$ cat config.mk
export PLATFORM = sky130hd
export DESIGN_NAME = sevenseg_scan_ctrl
export DESIGN_NICKNAME = d
export VERILOG_FILES = /design/src/rtl/sevenseg_scan_ctrl.sv
export SDC_FILE = /design/constraint.sdc
export NUM_CORES = 1
export LEC_CHECK = 0
export ABC_AREA = 1
export BUFFER_PORTS_ARGS = -buffer_cell sky130_fd_sc_hd__buf_2
export CAP_MARGIN = 0
export CORE_MARGIN = 2
export CORE_UTILIZATION = 63
export CTS_CLUSTER_SIZE = 20
export DETAILED_ROUTE_END_ITERATION = 8
export PLACE_DENSITY_LB_ADDON = 0.08
export SYNTH_ARGS = -nofsm -noshare
export SYNTH_HDL_FRONTEND = slang
export SYNTH_SLANG_ARGS = --single-unit
$ cat constraint.sdc
create_clock -name clk -period 2.8 [get_ports clk]
set_clock_uncertainty 0.05 [all_clocks]
set_input_delay 0.42 -clock clk [delete_from_list [all_inputs] [get_ports clk]]
set_output_delay 0.42 -clock clk [all_outputs]
set_load 0.05 [all_outputs]
$ cat src/rtl/sevenseg_scan_ctrl.sv
// sevenseg_scan_ctrl
// Time-multiplexed scan controller for an N-digit seven-segment display.
// One digit is serviced per slot of REFRESH_DIV cycles. Each slot starts with
// BLANK_CYCLES dark cycles to avoid ghosting. Leading zeros can be suppressed.
// CPU writes land in a pending buffer and are committed only at a frame
// boundary, so the display never shows a half-updated value.
// Every output is registered and is computed from the next-state values, so it
// changes on the same edge as the state it describes.

module sevenseg_scan_ctrl #(
  parameter int NUM_DIGITS   = 4,
  parameter int REFRESH_DIV  = 50000,
  parameter int BLANK_CYCLES = 500
) (
  input  logic                    clk,
  input  logic                    rst,
  input  logic                    load,
  input  logic [4*NUM_DIGITS-1:0] data_in,
  input  logic                    lz_en,
  output logic [3:0]              code,
  output logic [NUM_DIGITS-1:0]   dig_en,
  output logic                    blank,
  output logic                    frame_start
);

  localparam int CW = $clog2(REFRESH_DIV);
  localparam int IW = $clog2(NUM_DIGITS);
  localparam logic [CW-1:0] CNT_MAX   = CW'(REFRESH_DIV - 1);
  localparam logic [IW-1:0] IDX_MAX   = IW'(NUM_DIGITS - 1);
  localparam logic [CW-1:0] BLANK_LIM = CW'(BLANK_CYCLES);
  localparam bit            HAS_BLANK = (BLANK_CYCLES > 0);

  typedef enum logic {
    PH_BLANK,
    PH_SHOW
  } phase_t;

  // Scan and buffer state.
  // 'started' is clear only between reset release and the first edge, which
  // makes that first edge open frame 0 at slot 0, count 0.
  logic                    started;
  logic [CW-1:0]           cnt;
  logic [IW-1:0]           idx;
  logic [4*NUM_DIGITS-1:0] display;
  logic [4*NUM_DIGITS-1:0] pending;
  logic                    pend_valid;

  // Next-state values.
  logic [CW-1:0]           cnt_n;
  logic [IW-1:0]           idx_n;
  logic                    wrap_n;
  logic                    commit;
  logic [4*NUM_DIGITS-1:0] display_n;
  phase_t                  phase_n;
  logic [NUM_DIGITS-1:0]   supp;
  logic                    all_zero;
  logic                    lit;
  logic [NUM_DIGITS-1:0]   dig_en_n;
  logic [3:0]              code_n;

  // Next counters, frame wrap, commit, phase and the digit enable for the next cycle
  always_comb begin
    cnt_n    = cnt;
    idx_n    = idx;
    wrap_n   = 1'b0;
    supp     = '0;
    all_zero = 1'b1;

    if (!started) begin
      cnt_n  = '0;
      idx_n  = '0;
      wrap_n = 1'b1;
    end else if (cnt == CNT_MAX) begin
      cnt_n = '0;
      if (idx == IDX_MAX) begin
        idx_n  = '0;
        wrap_n = 1'b1;
      end else begin
        idx_n = idx + 1'b1;
      end
    end else begin
      cnt_n = cnt + 1'b1;
    end

    // The commit takes the pending value held before this edge; a load on the
    // same edge stays pending for the next frame.
    commit    = wrap_n && pend_valid;
    display_n = commit ? pending : display;

    phase_n = (HAS_BLANK && (cnt_n < BLANK_LIM)) ? PH_BLANK : PH_SHOW;

    // Walk from the top digit down; a digit is a leading zero while it and
    // everything above it is zero. Digit 0 always stays lit.
    for (int k = NUM_DIGITS - 1; k >= 0; k--) begin
      all_zero = all_zero && (display_n[4*k +: 4] == 4'd0);
      if (k != 0) begin
        supp[k] = lz_en && all_zero;
      end
    end

    code_n   = display_n[{idx_n, 2'b00} +: 4];
    lit      = (phase_n == PH_SHOW) && !supp[idx_n];
    dig_en_n = lit ? (NUM_DIGITS'(1) << idx_n) : '0;
  end

  // Register the scan state, the buffers and all outputs together
  always_ff @(posedge clk or posedge rst) begin
    if (rst) begin
      started     <= 1'b0;
      cnt         <= '0;
      idx         <= '0;
      display     <= '0;
      pending     <= '0;
      pend_valid  <= 1'b0;
      code        <= 4'd0;
      dig_en      <= '0;
      blank       <= 1'b1;
      frame_start <= 1'b0;
    end else begin
      started     <= 1'b1;
      cnt         <= cnt_n;
      idx         <= idx_n;
      display     <= display_n;
      if (load) begin
        pending    <= data_in;
        pend_valid <= 1'b1;
      end else if (commit) begin
        pend_valid <= 1'b0;
      end
      code        <= code_n;
      dig_en      <= dig_en_n;
      blank       <= ~|dig_en_n;
      frame_start <= wrap_n;
    end
  end

endmodule

=== After elaboration in Yosys (flattened, before gate mapping) ===
Index checks and enable logic that the tools add are counted.

* Register bits after elaboration: 62
* Input bits: 20
* Output and inout bits: 10
* Logic and storage cells: 47

* Add/sub/neg operators: 2
* $lt $le $gt $ge: 2
* Equal/unequal tests: 2
* Shift-type cells: 2
* Mux-type cells: 15
* Reduce and logical (&&, ||, !) cells: 14

{| class="wikitable"
|+ Operators with widths
! kind !! number
|-
| 16-bit 2-to-1 mux || 3
|-
| 16-bit by 1-bit adder with 16-bit output, second input constant || 1
|-
| 16-bit == test, second input constant || 1
|-
| 16-bit by 9-bit < comparator with 1-bit output, second input constant || 1
|-
| 16-bit by 5-bit indexed part select with 4-bit output || 1
|-
| 4-bit logical NOT || 3
|-
| 1-bit logical AND || 7
|-
| 1-bit 2-to-1 mux || 7
|-
| 2-bit 2-to-1 mux || 3
|-
| 4-bit 2-to-1 mux || 1
|-
| 4-bit OR reduction || 1
|-
| 1-bit by 2-bit left shift with 4-bit output, first input constant || 1
|-
| 2-bit by 3-bit < comparator with 1-bit output, second input constant || 1
|-
| 2-bit by 1-bit adder with 2-bit output, second input constant || 1
|-
| 1-bit binary-select mux with 2-bit select || 1
|-
| 2-bit == test, second input constant || 1
|-
| 1-bit logical NOT || 2
|-
| 2-bit nonzero test || 1
|}

=== Longest topological paths before layout ===
* Depth after elaboration: 17
* Depth in mapped cells: 16
* Mapped depth without buffers: 15

=== Worst setup path before layout ===
OpenSTA, ideal clock, no wires.

* Kind: register to register
* From: reg cnt[0]
* To: reg dig_en[1]
* Library setup time: 0.120 ns
* Arrival: 1.735 ns
* Data required time: 2.630 ns
* Setup slack: 0.896 ns
* Stages on the path, launching flop included: 14
* Path buffers: 1
* Period minus slack after synthesis: 1.904 ns
* Cells stage by stage: dfrtp_1 -> ha_1 -> nand3_2 -> nor2_1 -> nand2_2 -> nand2_4 -> nand3_4 -> buf_6 -> nand2_2 -> nand3_1 -> nor2_1 -> nand3_1 -> o21bai_4 -> nor2_1

* Word-level cells in the longest chain between the ends: 14
* Elaborated cells between the ends (all ways): 26
* Those cells by class: add/sub (1); order compare (1); eq/ne (1); shift (1); mux (11); reduce/logical (11)

{| class="wikitable"
|+ Ends and longest elaborated chain
! item !! RTL line !! RTL
|-
| from (decl) || 42 || <nowiki>logic [CW-1:0] cnt;</nowiki>
|-
| from (signal assigned) || 121 || <nowiki>cnt <= cnt_n;</nowiki>
|-
| parallel branches: the longest is 13 deep, another holds 16-bit by 1-bit adder with 16-bit output || n/a ||
|-
| 4-bit 2-to-1 mux (*) || 103 || <nowiki>dig_en_n = lit ? (NUM_DIGITS'(1) << idx_n) : '0;</nowiki>
|-
| net dig_en_n[1] || 58 || <nowiki>logic [NUM_DIGITS-1:0] dig_en_n;</nowiki>
|-
| to (signal assigned) || 131 || <nowiki>dig_en <= dig_en_n;</nowiki>
|-
| to (decl) || 21 || <nowiki>output logic [NUM_DIGITS-1:0] dig_en,</nowiki>
|}

Mark *: on every way through the listed nets, which the timed path passes. The select of a mux whose other input is x is not followed.
A chain may end at the register's enable or synchronous reset.

=== Worst setup path after layout ===
* From: reg cnt[0]
* To: reg dig_en[1]

* Word-level cells in the longest chain between the ends: 14
* Elaborated cells between the ends (all ways): 26
* Those cells by class: add/sub (1); order compare (1); eq/ne (1); shift (1); mux (11); reduce/logical (11)

{| class="wikitable"
|+ Ends and longest elaborated chain
! item !! RTL line !! RTL
|-
| 16-bit == test (*) || 73 || <nowiki>end else if (cnt == CNT_MAX) begin</nowiki>
|-
| 1-bit 2-to-1 mux (*) || 73 ||
|-
| 1-bit 2-to-1 mux (*) || 69 || <nowiki>if (!started) begin</nowiki>
|-
| 1-bit logical AND (*) || 87 || <nowiki>commit = wrap_n && pend_valid;</nowiki>
|-
| 16-bit 2-to-1 mux (*) || 88 || <nowiki>display_n = commit ? pending : display;</nowiki>
|-
| net display_n[8] || 53 || <nowiki>logic [4*NUM_DIGITS-1:0] display_n;</nowiki>
|-
| 4-bit logical NOT (*) || 95 || <nowiki>all_zero = all_zero && (display_n[4*k +: 4] == 4'd0);</nowiki>
|-
| 1-bit logical AND (*) || 95 ||
|-
| 1-bit logical AND || 95 ||
|-
| 1-bit logical AND || 97 || <nowiki>supp[k] = lz_en && all_zero;</nowiki>
|-
| 1-bit binary-select mux with 2-bit select (*) || 102 || <nowiki>lit = (phase_n == PH_SHOW) && !supp[idx_n];</nowiki>
|-
| 1-bit 2-to-1 mux (implied by the code) (*) || 102 ||
|-
| 1-bit logical NOT (*) || 102 ||
|-
| 1-bit logical AND (*) || 102 ||
|-
| 4-bit 2-to-1 mux (*) || 103 ||
|-
| net dig_en_n[1] || 58 ||
|}

Mark *: on every way through the listed nets, which the timed path passes. The rest lies on a longest branch. The select of a mux whose other input is x is not followed.

==> implementation parameters <==
Parameter                              Value

Floorplanning
  Number of standard-cell rows in the floorplan ... 24
  Horizontal die dimension ... just over 70 um
  Floorplan Core Area ... 4410 um2
  Total die area ... about 5200 um2
  DIE HEIGHT ... slightly above 70 um
  Top-level I/O count ... 30
  Effective utilization at floorplan ... around two thirds

Critical path
  Cell chain of the critical path ... ha_1 -> nand3_2 -> nor2_1 -> nand2_2 -> nand2_4 -> nand3_4 -> nand2_1 -> nand2_1 -> nor2_1 -> nand2_1 -> nand2_1 -> nand2_2 -> o21bai_4 -> nor2_1
  Worst setup SP type ... flip-flop
  Critical path's most frequent cell ... sky130_fd_sc_hd__nand2_1
  Slowest cell on crit path ... sky130_fd_sc_hd__dfrtp_1
  FF-to-FF setup slack ... between 400 and 500 ps
  Arrival time of the worst setup path ... approximately 2600 ps
  CP Capture Type ... flip-flop
  Critical path's largest stage delay ... approximately 390 ps
  Startpoint of the most critical register-to-register path ... cnt[0]
  Register-to-Register Path Depth ... 14
  Peak fanout along the critical path ... 22
  CP Data Required Time ... roughly 3000 ps
  Endpoint of the most critical register-to-register path ... dig_en[1]
  Startpoint-to-endpoint class of the critical path ... flip-flop to flip-flop

Logic synthesis
  Average cell area after synthesis ... slightly above 8 um2
  Combined area of all synthesized cells ... 2940 um2
  Number of instances in the synthesized netlist ... ~360
  Count leader, synth ... sky130_fd_sc_hd__nand2_1
  Dominant cell type by area after synthesis ... sky130_fd_sc_hd__dfrtp_1
  Seq cells post-synth ... 62
  EDFF count, synth ... 0
  Area contributors post-synth ... sky130_fd_sc_hd__dfrtp_1 52%, sky130_fd_sc_hd__nand2_1 13%, sky130_fd_sc_hd__inv_1 7.1%
  Sequential cell area fraction in the yosys report ... between 50% and 60%
  Main synth FF type ... sky130_fd_sc_hd__dfrtp_1
  Synth top area share ... ~52%
  Synth Warn # ... 0
  Syn Nets ... roughly 380
  Most frequent cells after synthesis ... 103 x sky130_fd_sc_hd__nand2_1, 61 x sky130_fd_sc_hd__dfrtp_1, 56 x sky130_fd_sc_hd__inv_1
  Number of distinct library cells after synthesis ... 36
  Share of synthesized registers carrying an async set or reset ... 100%

Global route
  Overflow left after global routing ... 0
  Largest net degree at the start of global routing ... 26
  Global-route wire length before repair ... 9.69 mm
  Initial antenna violation count ... 0
  Aggregate global-route resource usage ... between 20% and 30%
  Via count of the first global-routing pass ... around 2100

Power and ir drop
  Proportion of power drawn by the clock network ... 43.3%
  Internal portion of total power ... 1.64 mW
  Leakage power summed over all cells ... 1.85 nW
  Pwr Density ... around 660 nW/um2
  Peak ir drop on the vdd network ... ~0.00057 V
  Net switching power ... 565 uW
  Combinational power share ... between 10 and 15%
  Part of the power in registers ... between 40% and 50%
  Sw frac ... 25.6%

Placed design
  Placed Cells incl. Taps ... 432
  Placed wire-length estimate after detailed placement ... approximately 4.1 mm
  Pre-CTS setup slack ... between 400 and 500 ps
  Total of buffers placed on input and output ports ... 29
  Placer congestion estimate ... between 0.8 and 0.9

Timing
  Setup repair after global routing missed its margin ... false
  Final total negative setup slack ... 0 ps
  Max Clk Rate ... between 400 and 500 MHz
  Final setup violation count ... 0
  Final hold vios ... 11
  Fin. max-slew vios ... 0
  Hold slack final ... -3.75 ps
  Shortest period the worst path allows ... between 2000 and 2500 ps
  Post-route fraction of the period consumed by the critical path ... between 80 and 90%
  Worst path setup slack after routing ... approximately 410 ps

Clocking
  Number of buffers created by CTS ... 9
  CTS clk-pin slew, worst paths ... about 70 ps
  Cts-stage hold buffer count ... 0
  Count of buffers added by post-CTS timing repair for setup ... 0
  Cell at the root of the clock tree ... sky130_fd_sc_hd__clkbuf_8
  Clock buffer depth ... 2
  CTS H-Tree Depth ... 3
  TritonCTS clock tree ... done
  Clock tree sinks ... 62
  Quantity of gates resized following cts ... 0
  Clock network latency to the later pin of the worst-skew pair ... approximately 340 ps

Layout
  Count of non-filler cells in the finished layout ... between 400 and 500
  Count of filler cells inserted in the layout ... 314
  Area used by multi-input combinational logic ... 1110 um2
  Area used by sequential logic in the layout ... between 1500 and 2000 um2
  Area growth from synthesis to layout ... 14.0%
  Ant. Diodes ... 0
  Post-layout nets ... just over 400
  Final design utilization ... 76.0%
  Ratio of cells with drive above 1 in the final layout ... about 17%

Drt
  Initial DRC count ... around 170
  TritonRoute pass-1 iters ... 5
  Detail-routed net length per standard cell ... around 12 um
  Final WL ... about 5.5 mm
  DRC viols ... 0
  Via density per instance ... 5.11
  Antenna Nets Post-Route ... 0
  Routed via count ... around 2300

Outcome
  Status ... finished with violations
  Failing checks ... hold timing

Min path
  Path type of the worst min-delay path ... input pin to async pin

Flow run
  Max Cap Viol ... 0
## per-layer routing
metal	GRT usage [%]	up-vias	wire length [um]
met5	0	-	0
met4	10.7	0	87
met3	4.17	9	289
met2	33.5	60	2320
met1	38.0	1044	2820
li1	-	1178	-
## power by group through the flow
stage	logic, mW	registers (mW)	clock network, mW
6_report	0.246	1.00	0.954
5_1_grt	0.281	1.01	0.996
4_1_cts	0.248	1.00	0.958
3_5_place_dp	0.246	1.02	0
3_3_place_gp	0.241	1.02	0
2_1_floorplan	0.154	1.05	0
## cells by family after synthesis
logic type	count (synthesis)	synth area share [%]
other	1	0.127
adders and majority gates	2	0.850
AOI/OAI and AO/OA	28	5.99
xor gates and xnor gates	6	1.78
and+or+nand+nor	191	28.9
DFF	62	52.7
buffers and inverters	69	9.56
## through the flow
step	total power, mW	cell area, um2
floorplan	1.20	2940
global placement	1.26	3110
detailed placement	1.27	3110
CTS	2.21	3360
global route	2.29	3360
finish	2.20	3360
## final cells by class
type,instances,share of cell area (%)
multi-input combinational,228,33.1
inverter,59,6.60
timing repair buffer,31,4.77
tap,52,1.94
clock inverter,7,3.65
sequential,62,46.3
clock buffer,9,3.69
## critical path: cells and delay by family (launching register included)
family | cells | cell delay, ps
AO/OA/AOI/OAI | 1 | 140
AND/OR/NAND/NOR | 12 | 1470
flip-flops | 1 | 390
adder cells (fa/ha/maj) | 1 | 220
## how the worst max path moves through the flow
stage | start | endpoint | slack, ps | depth (start not counted)
2_1_floorplan | rst | cnt[0] | 790 | 1
3_3_place_gp | cnt[0] | dig_en[3] | 530 | 14
3_5_place_dp | cnt[0] | dig_en[3] | 440 | 14
4_1_cts | cnt[0] | dig_en[3] | 420 | 14
5_1_grt | cnt[0] | dig_en[3] | 180 | 14
6_report | cnt[0] | dig_en[1] | 410 | 14
## placed cells by master (no fill, tap or decap)
master,Yosys,routed
sky130_fd_sc_hd__nand2_1,103,103
sky130_fd_sc_hd__dfrtp_1,61,61
sky130_fd_sc_hd__inv_1,56,55
sky130_fd_sc_hd__nor2_1,35,35
sky130_fd_sc_hd__buf_2,3,29
sky130_fd_sc_hd__nand3_1,22,22
sky130_fd_sc_hd__nand4_1,13,13
sky130_fd_sc_hd__o21ai_0,12,12
sky130_fd_sc_hd__nand2_2,9,9
sky130_fd_sc_hd__clkbuf_8,0,9
sky130_fd_sc_hd__xor2_1,5,5
sky130_fd_sc_hd__a21oi_1,4,4
sky130_fd_sc_hd__inv_2,2,3
sky130_fd_sc_hd__bufinv_16,0,3
sky130_fd_sc_hd__nor2_2,2,2
sky130_fd_sc_hd__o21ai_1,2,2
sky130_fd_sc_hd__o211ai_1,2,2
sky130_fd_sc_hd__o21a_1,2,2
sky130_fd_sc_hd__o22ai_1,2,2
sky130_fd_sc_hd__ha_1,2,2
sky130_fd_sc_hd__clkinvlp_4,0,2
sky130_fd_sc_hd__clkinv_4,0,2
sky130_fd_sc_hd__buf_4,1,2
sky130_fd_sc_hd__nand3_2,1,1
sky130_fd_sc_hd__nand2_4,1,1
sky130_fd_sc_hd__or2_1,1,1
sky130_fd_sc_hd__nand3_4,1,1
sky130_fd_sc_hd__o21ai_2,1,1
sky130_fd_sc_hd__nor3_4,1,1
sky130_fd_sc_hd__o21bai_1,1,1
sky130_fd_sc_hd__xnor2_1,1,1
sky130_fd_sc_hd__nor3_1,1,1
sky130_fd_sc_hd__o21bai_4,1,1
sky130_fd_sc_hd__nand3b_1,1,1
sky130_fd_sc_hd__o2111ai_1,1,1
sky130_fd_sc_hd__clkinv_1,1,1
sky130_fd_sc_hd__dfstp_2,1,1
sky130_fd_sc_hd__conb_1,1,1
## registers in the layout, summed over array words and instances (netlist names)
name	cells
blank	1
cnt	16
code	4
dig_en	4
display	16
frame_start	1
idx	2
pend_valid	1
pending	16
started	1
(Power assumes the default switching activity.)
